==> src/rtl/disp_pkg.sv <==
// Shared types and AXI constants for the display VRAM fetch path.
package disp_pkg;

    typedef enum logic [1:0] {
        ST_IDLE  = 2'd0,
        ST_REQ   = 2'd1,
        ST_DRAIN = 2'd2
    } disp_state_e;

    localparam logic [1:0] BURST_INCR = 2'b01;
    localparam logic [3:0] CACHE      = 4'b0011;

    function automatic logic [2:0] arsize(input int data_w);
        return 3'($clog2(data_w / 8));
    endfunction

    function automatic int burst_bytes(input int burst_len, input int data_w);
        return burst_len * data_w / 8;
    endfunction

endpackage

==> src/rtl/disp_fetch_addrgen.sv <==
// Burst/line address walker: steps ARADDR by one burst per accepted AR and
// jumps to the next line start (line_base + stride) at the end of each line.
module disp_fetch_addrgen
    import disp_pkg::*;
#(
    parameter int ADDR_W    = 32,
    parameter int DATA_W    = 64,
    parameter int BURST_LEN = 8,
    parameter int HPIX_W    = 12,
    parameter int VLINE_W   = 11
) (
    input  logic               ACLK,
    input  logic               ARST,
    input  logic               load,
    input  logic               step,
    input  logic [ADDR_W-1:0]  base,
    input  logic [HPIX_W-1:0]  hpixels,
    input  logic [VLINE_W-1:0] vlines,
    input  logic [15:0]        stride,
    output logic [ADDR_W-1:0]  araddr,
    output logic               last_in_line,
    output logic               last_in_frame
);

    localparam int BB      = burst_bytes(BURST_LEN, DATA_W);
    localparam int BB_LOG2 = $clog2(BB);
    localparam int CNT_W   = HPIX_W + 2;

    logic [CNT_W-1:0]   burst_cnt;
    logic [CNT_W-1:0]   bpl_m1;
    logic [VLINE_W-1:0] line_cnt;
    logic [VLINE_W-1:0] vlines_m1;
    logic [ADDR_W-1:0]  line_base;
    logic [ADDR_W-1:0]  stride_q;
    logic [CNT_W-1:0]   line_bytes;
    logic [ADDR_W-1:0]  next_line_base;

    // Pixels are 4 bytes; the line length is a whole number of bursts.
    assign line_bytes     = {hpixels, 2'b00};
    assign next_line_base = line_base + stride_q;
    assign last_in_line   = (burst_cnt == bpl_m1);
    assign last_in_frame  = last_in_line && (line_cnt == vlines_m1);

    always_ff @(posedge ACLK or posedge ARST) begin
        if (ARST) begin
            burst_cnt <= '0;
            bpl_m1    <= '0;
            line_cnt  <= '0;
            vlines_m1 <= '0;
            line_base <= '0;
            stride_q  <= '0;
            araddr    <= '0;
        end else if (load) begin
            burst_cnt <= '0;
            bpl_m1    <= (line_bytes >> BB_LOG2) - CNT_W'(1);
            line_cnt  <= '0;
            vlines_m1 <= vlines - VLINE_W'(1);
            line_base <= base;
            stride_q  <= ADDR_W'(stride);
            araddr    <= base;
        end else if (step) begin
            if (last_in_line) begin
                burst_cnt <= '0;
                line_cnt  <= line_cnt + VLINE_W'(1);
                line_base <= next_line_base;
                araddr    <= next_line_base;
            end else begin
                burst_cnt <= burst_cnt + CNT_W'(1);
                araddr    <= araddr + ADDR_W'(BB);
            end
        end
    end

endmodule

==> src/rtl/disp_vramfetch.sv <==
// AXI4 read-address master fetching one display frame from VRAM per START.
// Optional RRESP checking is enabled with `define DISP_FETCH_RRESP_CHK_EN.
//
// Handshakes: AR is valid/ready; once ARVALID is raised it and ARADDR hold
// until ARREADY. R is accepted unconditionally (RREADY=1 out of reset); flow
// control toward the line buffer happens only on AR issue.
module disp_vramfetch
    import disp_pkg::*;
#(
    parameter int ADDR_W    = 32,
    parameter int DATA_W    = 64,
    parameter int BURST_LEN = 8,
    parameter int MAX_OUTST = 4,
    parameter int HPIX_W    = 12,
    parameter int VLINE_W   = 11
) (
    input  logic               ACLK,
    input  logic               ARST,
    input  logic               START,
    input  logic               DISPON,
    input  logic [ADDR_W-1:0]  BASEADDR,
    input  logic [HPIX_W-1:0]  HPIXELS,
    input  logic [VLINE_W-1:0] VLINES,
    input  logic [15:0]        STRIDE,
    input  logic               BUF_WREADY,
    output logic [ADDR_W-1:0]  ARADDR,
    output logic               ARVALID,
    output logic [7:0]         ARLEN,
    input  logic               ARREADY,
    input  logic               RVALID,
    input  logic               RLAST,
    input  logic [1:0]         RRESP,
    output logic               RREADY,
    output logic               BUSY,
    output logic               FRAME_DONE,
    output logic               RESP_ERR,
    output disp_state_e        FSM_STATE
);

    localparam logic [3:0] MAX_Q = 4'(MAX_OUTST);

    disp_state_e state, state_nxt;
    logic [3:0]  outst, outst_nxt;
    logic        arvalid_nxt;
    logic        aborted, aborted_nxt;
    logic        done_nxt;
    logic        ar_hs, r_last_hs, launch, can_issue;
    logic        last_in_line, last_in_frame;

    assign ARLEN     = 8'(BURST_LEN - 1);
    assign FSM_STATE = state;
    assign ar_hs     = ARVALID & ARREADY;
    // Beats with nothing outstanding (stale data after a reset) are ignored.
    assign r_last_hs = RVALID & RREADY & RLAST & (outst != 4'd0);
    assign launch    = (state == ST_IDLE) & START & DISPON & (VLINES != '0);
    assign can_issue = DISPON & BUF_WREADY & (outst_nxt < MAX_Q);

    always_comb begin
        outst_nxt = outst;
        case ({ar_hs, r_last_hs})
            2'b10:   outst_nxt = outst + 4'd1;
            2'b01:   outst_nxt = outst - 4'd1;
            default: outst_nxt = outst;
        endcase
    end

    always_comb begin
        state_nxt   = state;
        arvalid_nxt = ARVALID;
        aborted_nxt = aborted;
        done_nxt    = 1'b0;
        case (state)
            ST_IDLE: begin
                arvalid_nxt = 1'b0;
                if (launch) begin
                    state_nxt   = ST_REQ;
                    aborted_nxt = 1'b0;
                end
            end
            ST_REQ: begin
                if (ARVALID && !ARREADY) begin
                    arvalid_nxt = 1'b1;
                end else if (ar_hs && last_in_frame) begin
                    state_nxt   = ST_DRAIN;
                    arvalid_nxt = 1'b0;
                end else if (!DISPON) begin
                    state_nxt   = ST_DRAIN;
                    arvalid_nxt = 1'b0;
                    aborted_nxt = 1'b1;
                end else begin
                    arvalid_nxt = can_issue;
                end
            end
            ST_DRAIN: begin
                arvalid_nxt = 1'b0;
                if (outst == 4'd0) begin
                    state_nxt = ST_IDLE;
                    done_nxt  = !aborted;
                end
            end
            default: begin
                state_nxt   = ST_IDLE;
                arvalid_nxt = 1'b0;
            end
        endcase
    end

    always_ff @(posedge ACLK or posedge ARST) begin
        if (ARST) begin
            state      <= ST_IDLE;
            ARVALID    <= 1'b0;
            aborted    <= 1'b0;
            FRAME_DONE <= 1'b0;
            BUSY       <= 1'b0;
            RREADY     <= 1'b0;
            outst      <= 4'd0;
        end else begin
            state      <= state_nxt;
            ARVALID    <= arvalid_nxt;
            aborted    <= aborted_nxt;
            FRAME_DONE <= done_nxt;
            BUSY       <= (state_nxt != ST_IDLE);
            RREADY     <= 1'b1;
            outst      <= outst_nxt;
        end
    end

`ifdef DISP_FETCH_RRESP_CHK_EN
    always_ff @(posedge ACLK or posedge ARST) begin
        if (ARST) begin
            RESP_ERR <= 1'b0;
        end else if (launch) begin
            RESP_ERR <= 1'b0;
        end else if (RVALID && RREADY && (RRESP != 2'b00)) begin
            RESP_ERR <= 1'b1;
        end
    end
`else
    logic unused_rresp;
    assign unused_rresp = ^RRESP;
    assign RESP_ERR     = 1'b0;
`endif

    disp_fetch_addrgen #(
        .ADDR_W    (ADDR_W),
        .DATA_W    (DATA_W),
        .BURST_LEN (BURST_LEN),
        .HPIX_W    (HPIX_W),
        .VLINE_W   (VLINE_W)
    ) u_addrgen (
        .ACLK          (ACLK),
        .ARST          (ARST),
        .load          (launch),
        .step          (ar_hs),
        .base          (BASEADDR),
        .hpixels       (HPIXELS),
        .vlines        (VLINES),
        .stride        (STRIDE),
        .araddr        (ARADDR),
        .last_in_line  (last_in_line),
        .last_in_frame (last_in_frame)
    );

endmodule
==> config.mk <==
export PLATFORM = sky130hd
export DESIGN_NAME = disp_vramfetch
export DESIGN_NICKNAME = d
export VERILOG_FILES = /design/src/rtl/disp_pkg.sv /design/src/rtl/disp_fetch_addrgen.sv /design/src/rtl/disp_vramfetch.sv
export SDC_FILE = /design/constraint.sdc
export NUM_CORES = 1
export LEC_CHECK = 0
export BUFFER_PORTS_ARGS = -buffer_cell sky130_fd_sc_hd__buf_2
export CAP_MARGIN = 10
export CORE_MARGIN = 1
export CORE_UTILIZATION = 30
export CTS_CLUSTER_DIAMETER = 100
export DETAILED_ROUTE_END_ITERATION = 16
export GPL_ROUTABILITY_DRIVEN = 0
export GPL_TIMING_DRIVEN = 0
export HOLD_SLACK_MARGIN = 0.08
export PLACE_DENSITY = 0.47
export SLEW_MARGIN = 20
export SYNTH_ARGS = -nofsm -noshare
export SYNTH_HDL_FRONTEND = slang
export SYNTH_SLANG_ARGS = --single-unit
==> constraint.sdc <==
create_clock -name ACLK -period 4.85 [get_ports ACLK]
set_clock_uncertainty 0.2 [all_clocks]
set_input_delay 0.2425 -clock ACLK [delete_from_list [all_inputs] [get_ports ACLK]]
set_output_delay 0.2425 -clock ACLK [all_outputs]
set_load 0.05 [all_outputs]
==> results.sh <==
export IMPL_synth_simple_gate_area_share_pct=21.5
export IMPL_synth_ff_type="dfrtp_1"
export IMPL_r2r_cells=15
export IMPL_worstSetupEndpoint="ARVALID"
export IMPL_leakagePower_uw=0.00469
export IMPL_crit_type="in2reg"
export IMPL_ant_nets=0
export IMPL_startpoint_type="primary input"
export IMPL_row_count=59
export IMPL_period_share_pct=94.2
export IMPL_clk_latency_ns=0.43
export IMPL_seq_area_frac_synth_pct=41.8
export IMPL_r2r_end="ARVALID"
export IMPL_netlist_area_mm2=0.00814
export IMPL_utilization_pct=40.3
export IMPL_rsz0062_at_grt="no"
export IMPL_crit_path_start="ARREADY"
export IMPL_area_delta_synth_final_pct=30.5
export IMPL_avgSynthCellArea_um2=8.58
export IMPL_setup_viol=0
export IMPL_layout_drive_gt1_share_pct=15.0
export IMPL_die_width_um=167
export IMPL_die_y_um=167
export IMPL_synth_compound_area_share_pct=17.7
export IMPL_die_area_mm2=0.0278
export IMPL_synth_top_family_by_area="simple AND/OR/NAND/NOR gates"
export IMPL_cp_end_kind="flop"
export IMPL_clockBufferDepth=2
export IMPL_hold_viol=0
export IMPL_slew_violations=0
export IMPL_reg2reg_slack_ns=0.36
export IMPL_drv_cap=0
export IMPL_ios=128
export IMPL_synth_seq_cells=136
export IMPL_worst_slack_ns=0.283
export IMPL_dpl_hpwl_mm=20.0
export IMPL_fin_tns_setup_ns=0
export IMPL_grt_start_max_net_pins=72
export IMPL_synth_area_leader_cell="dfrtp_1"
export IMPL_cts_tree="done"
export IMPL_reg2reg_from="ARVALID"
export IMPL_antennaDiodeCount=0
export IMPL_viasPerCell=5.10
export IMPL_slew_limit_headroom_pct=30.4
export IMPL_grt_pass1_wl_mm=43.4
export IMPL_clockRootBuffer="clkbuf_16"
export IMPL_wl_per_cell_um=18.3
export IMPL_max_slew_worst_pin_slew_ns=1.04
export IMPL_path_clk_slew_ns=0.06
export IMPL_cp_arrival_ns=4.73
export IMPL_async_flop_share_pct=100
export IMPL_place_ws_ns=1.31
export IMPL_grt_pass1_vias=7505
export IMPL_min_path_type="in2async"
export IMPL_place_area_mm2=0.00919
export IMPL_finish_instance_area_mm2=0.0106
export IMPL_start_util_pct=30.9
export IMPL_htree_levels=4
export IMPL_track_usage_pct=20.6
export IMPL_outcome="completed"
export IMPL_vias=7761
export IMPL_synth_xor_area_share_pct=10.4
export IMPL_ir_worst_vdd_v=0.000216
export IMPL_finalNetCount=1280
export IMPL_synth_fa_ha_area_share_pct=3.93
export IMPL_fmax_ghz=0.219
export IMPL_syn_instance_count=949
export IMPL_drtIter0Drc=618
export IMPL_cts_sinks=136
export IMPL_synth_edf_count=0
export IMPL_cts_made_buffers=17
export IMPL_core_area_mm2=0.0264
export IMPL_io_buffers=112
export IMPL_antenna_found_initial=0
export IMPL_yosys_mux_area_fraction_pct=0.646
export IMPL_synth_top_area_share_pct=41.8
export IMPL_synth_area_leaders="dfrtp_1 42%, nand2_1 7.1%, xor2_1 5.3%, xnor2_1 5.2%, nor2_1 4.6%"
export IMPL_ys_warn_count=0
export IMPL_cellPowerDensity_mw_per_mm2=593
export IMPL_overflow=0
export IMPL_worstPathRequired_ns=5.01
export IMPL_ys_types=65
export IMPL_fin_crit_ns=4.57
export IMPL_whs_ns=0.172
export IMPL_remaining_drc_errors=0
export IMPL_cp_max_fo=11
export IMPL_routed_wl_mm=27.9
export IMPL_dr_pass1_iters=5
-- sequential cells by signal, indices dropped and copies added, names as in the netlist --
name / count
u_addrgen.stride_q: 16
FSM_STATE: 2
ARVALID: 1
BUSY: 1
outst: 4
u_addrgen.line_cnt: 11
FRAME_DONE: 1
u_addrgen.line_base: 32
aborted: 1
u_addrgen.bpl_m1: 9
u_addrgen.vlines_m1: 11
u_addrgen.araddr: 32
RREADY: 1
u_addrgen.burst_cnt: 14
-- cell families (layout without fill, tap and decap cells) --
| kind of cell | Yosys count | after routing |
|---|---|---|
| simple gates | 387 | 387 |
| mux | 5 | 5 |
| buf+inv | 69 | 299 |
| xor+xnor | 97 | 97 |
| compound gates | 228 | 228 |
| fa+ha+maj | 25 | 25 |
| other cells | 2 | 10 |
| flops | 136 | 136 |
-- synth_stat cells (6+ instances only) --
cell,instances
a221oi_1,6
o21ai_0,70
nand4_1,23
xnor2_1,48
o31ai_1,6
a31oi_1,13
xor2_1,49
and2_1,8
nand2_1,154
nor4_1,9
nand3_1,43
nor2_1,99
o22ai_1,12
buf_2,9
a21o_1,15
and3_1,13
buf_4,11
inv_1,14
dfrtp_1,136
clkbuf_1,31
a21oi_1,68
nor3_1,8
ha_1,24
or3_1,10
-- power by group --
part / total (uW) / leakage (uW) / internal, uW / switching, uW
registers: 1960 / 0.00167 / 1550 / 416
logic: 3020 / 0.00274 / 1090 / 1930
clock network: 1320 / 0.000284 / 776 / 540
-- metrics by stage --
| step | power, uW | instances |
|---|---|---|
| global route | 6720 | 1522 |
| floorplan | 4080 | 957 |
| global placement | 4890 | 1404 |
| finish | 6310 | 1522 |
| detailed placement | 4910 | 1405 |
| CTS | 6330 | 1522 |
-- routing by layer --
metal / GRT usage [%] / vias to the layer above / part of all wire [%]
met5: 0 / - / 0
met4: 6.00 / 0 / 1.7
met3: 3.23 / 31 / 4.5
met2: 33.9 / 226 / 48
met1: 27.8 / 3710 / 46
li1: - / 3794 / -
-- area by class of cell --
| cell class | instances | area (um2) |
|---|---|---|
| Sequential cell | 136 | 3400 |
| Timing Repair Buffer | 198 | 1440 |
| Tap cell | 335 | 419 |
| Clock buffer | 19 | 443 |
| Fill cell | 2687 | 15700 |
| Multi-Input combinational cell | 752 | 4460 |
| Inverter | 15 | 63.8 |
| Clock inverter | 13 | 146 |
| Buffer | 54 | 256 |
-- critical path, cell delays in order --
cell           delay (ns)
dlygate4sd3_1        0.52
buf_2                0.12
and2_1               0.11
buf_2                0.24
clkinv_1             0.37
clkbuf_2             0.38
ha_1                 0.35
xor2_1               0.17
ha_1                 0.19
a21oi_1              0.14
xnor2_1              0.14
nand2b_1             0.09
xnor2_1              0.15
o32a_1               0.33
dlygate4sd3_1        0.56
nor2_1               0.08
dlygate4sd3_1        0.55
-- worst min-delay path by stage --
| stage | end | slack, ns | cells past startpoint |
|---|---|---|---|
| 6_report | u_addrgen.vlines_m1[5] | 0.17 | 3 |
| 2_1_floorplan | u_addrgen.bpl_m1[12] | 0.14 | 1 |
| 3_3_place_gp | u_addrgen.stride_q[3] | 0.24 | 3 |
| 3_5_place_dp | u_addrgen.vlines_m1[5] | 0.13 | 2 |
| 4_1_cts | u_addrgen.vlines_m1[5] | 0.21 | 3 |
| 5_1_grt | u_addrgen.vlines_m1[5] | 0.25 | 3 |
-- layout by cell type (no fill, tap or decap), types with 15 or more instances in the layout --
cell type	n
ha_1	24
nand3_1	43
nand2_1	154
dlygate4sd3_1	85
a21o_1	15
clkbuf_1	31
nor2_1	99
xnor2_1	48
o21ai_0	70
dfrtp_1	136
a21oi_1	68
clkbuf_16	17
xor2_1	49
nand4_1	23
buf_2	121
-- what timing repair did --
action                     CTS  global route
hold buffers                85             0
setup buffers                0             0
setup endpoints to repair    0             1
gates resized for setup      0             2
hold endpoints to repair   169             0
Note: power is estimated with default switching activity, not from simulation.
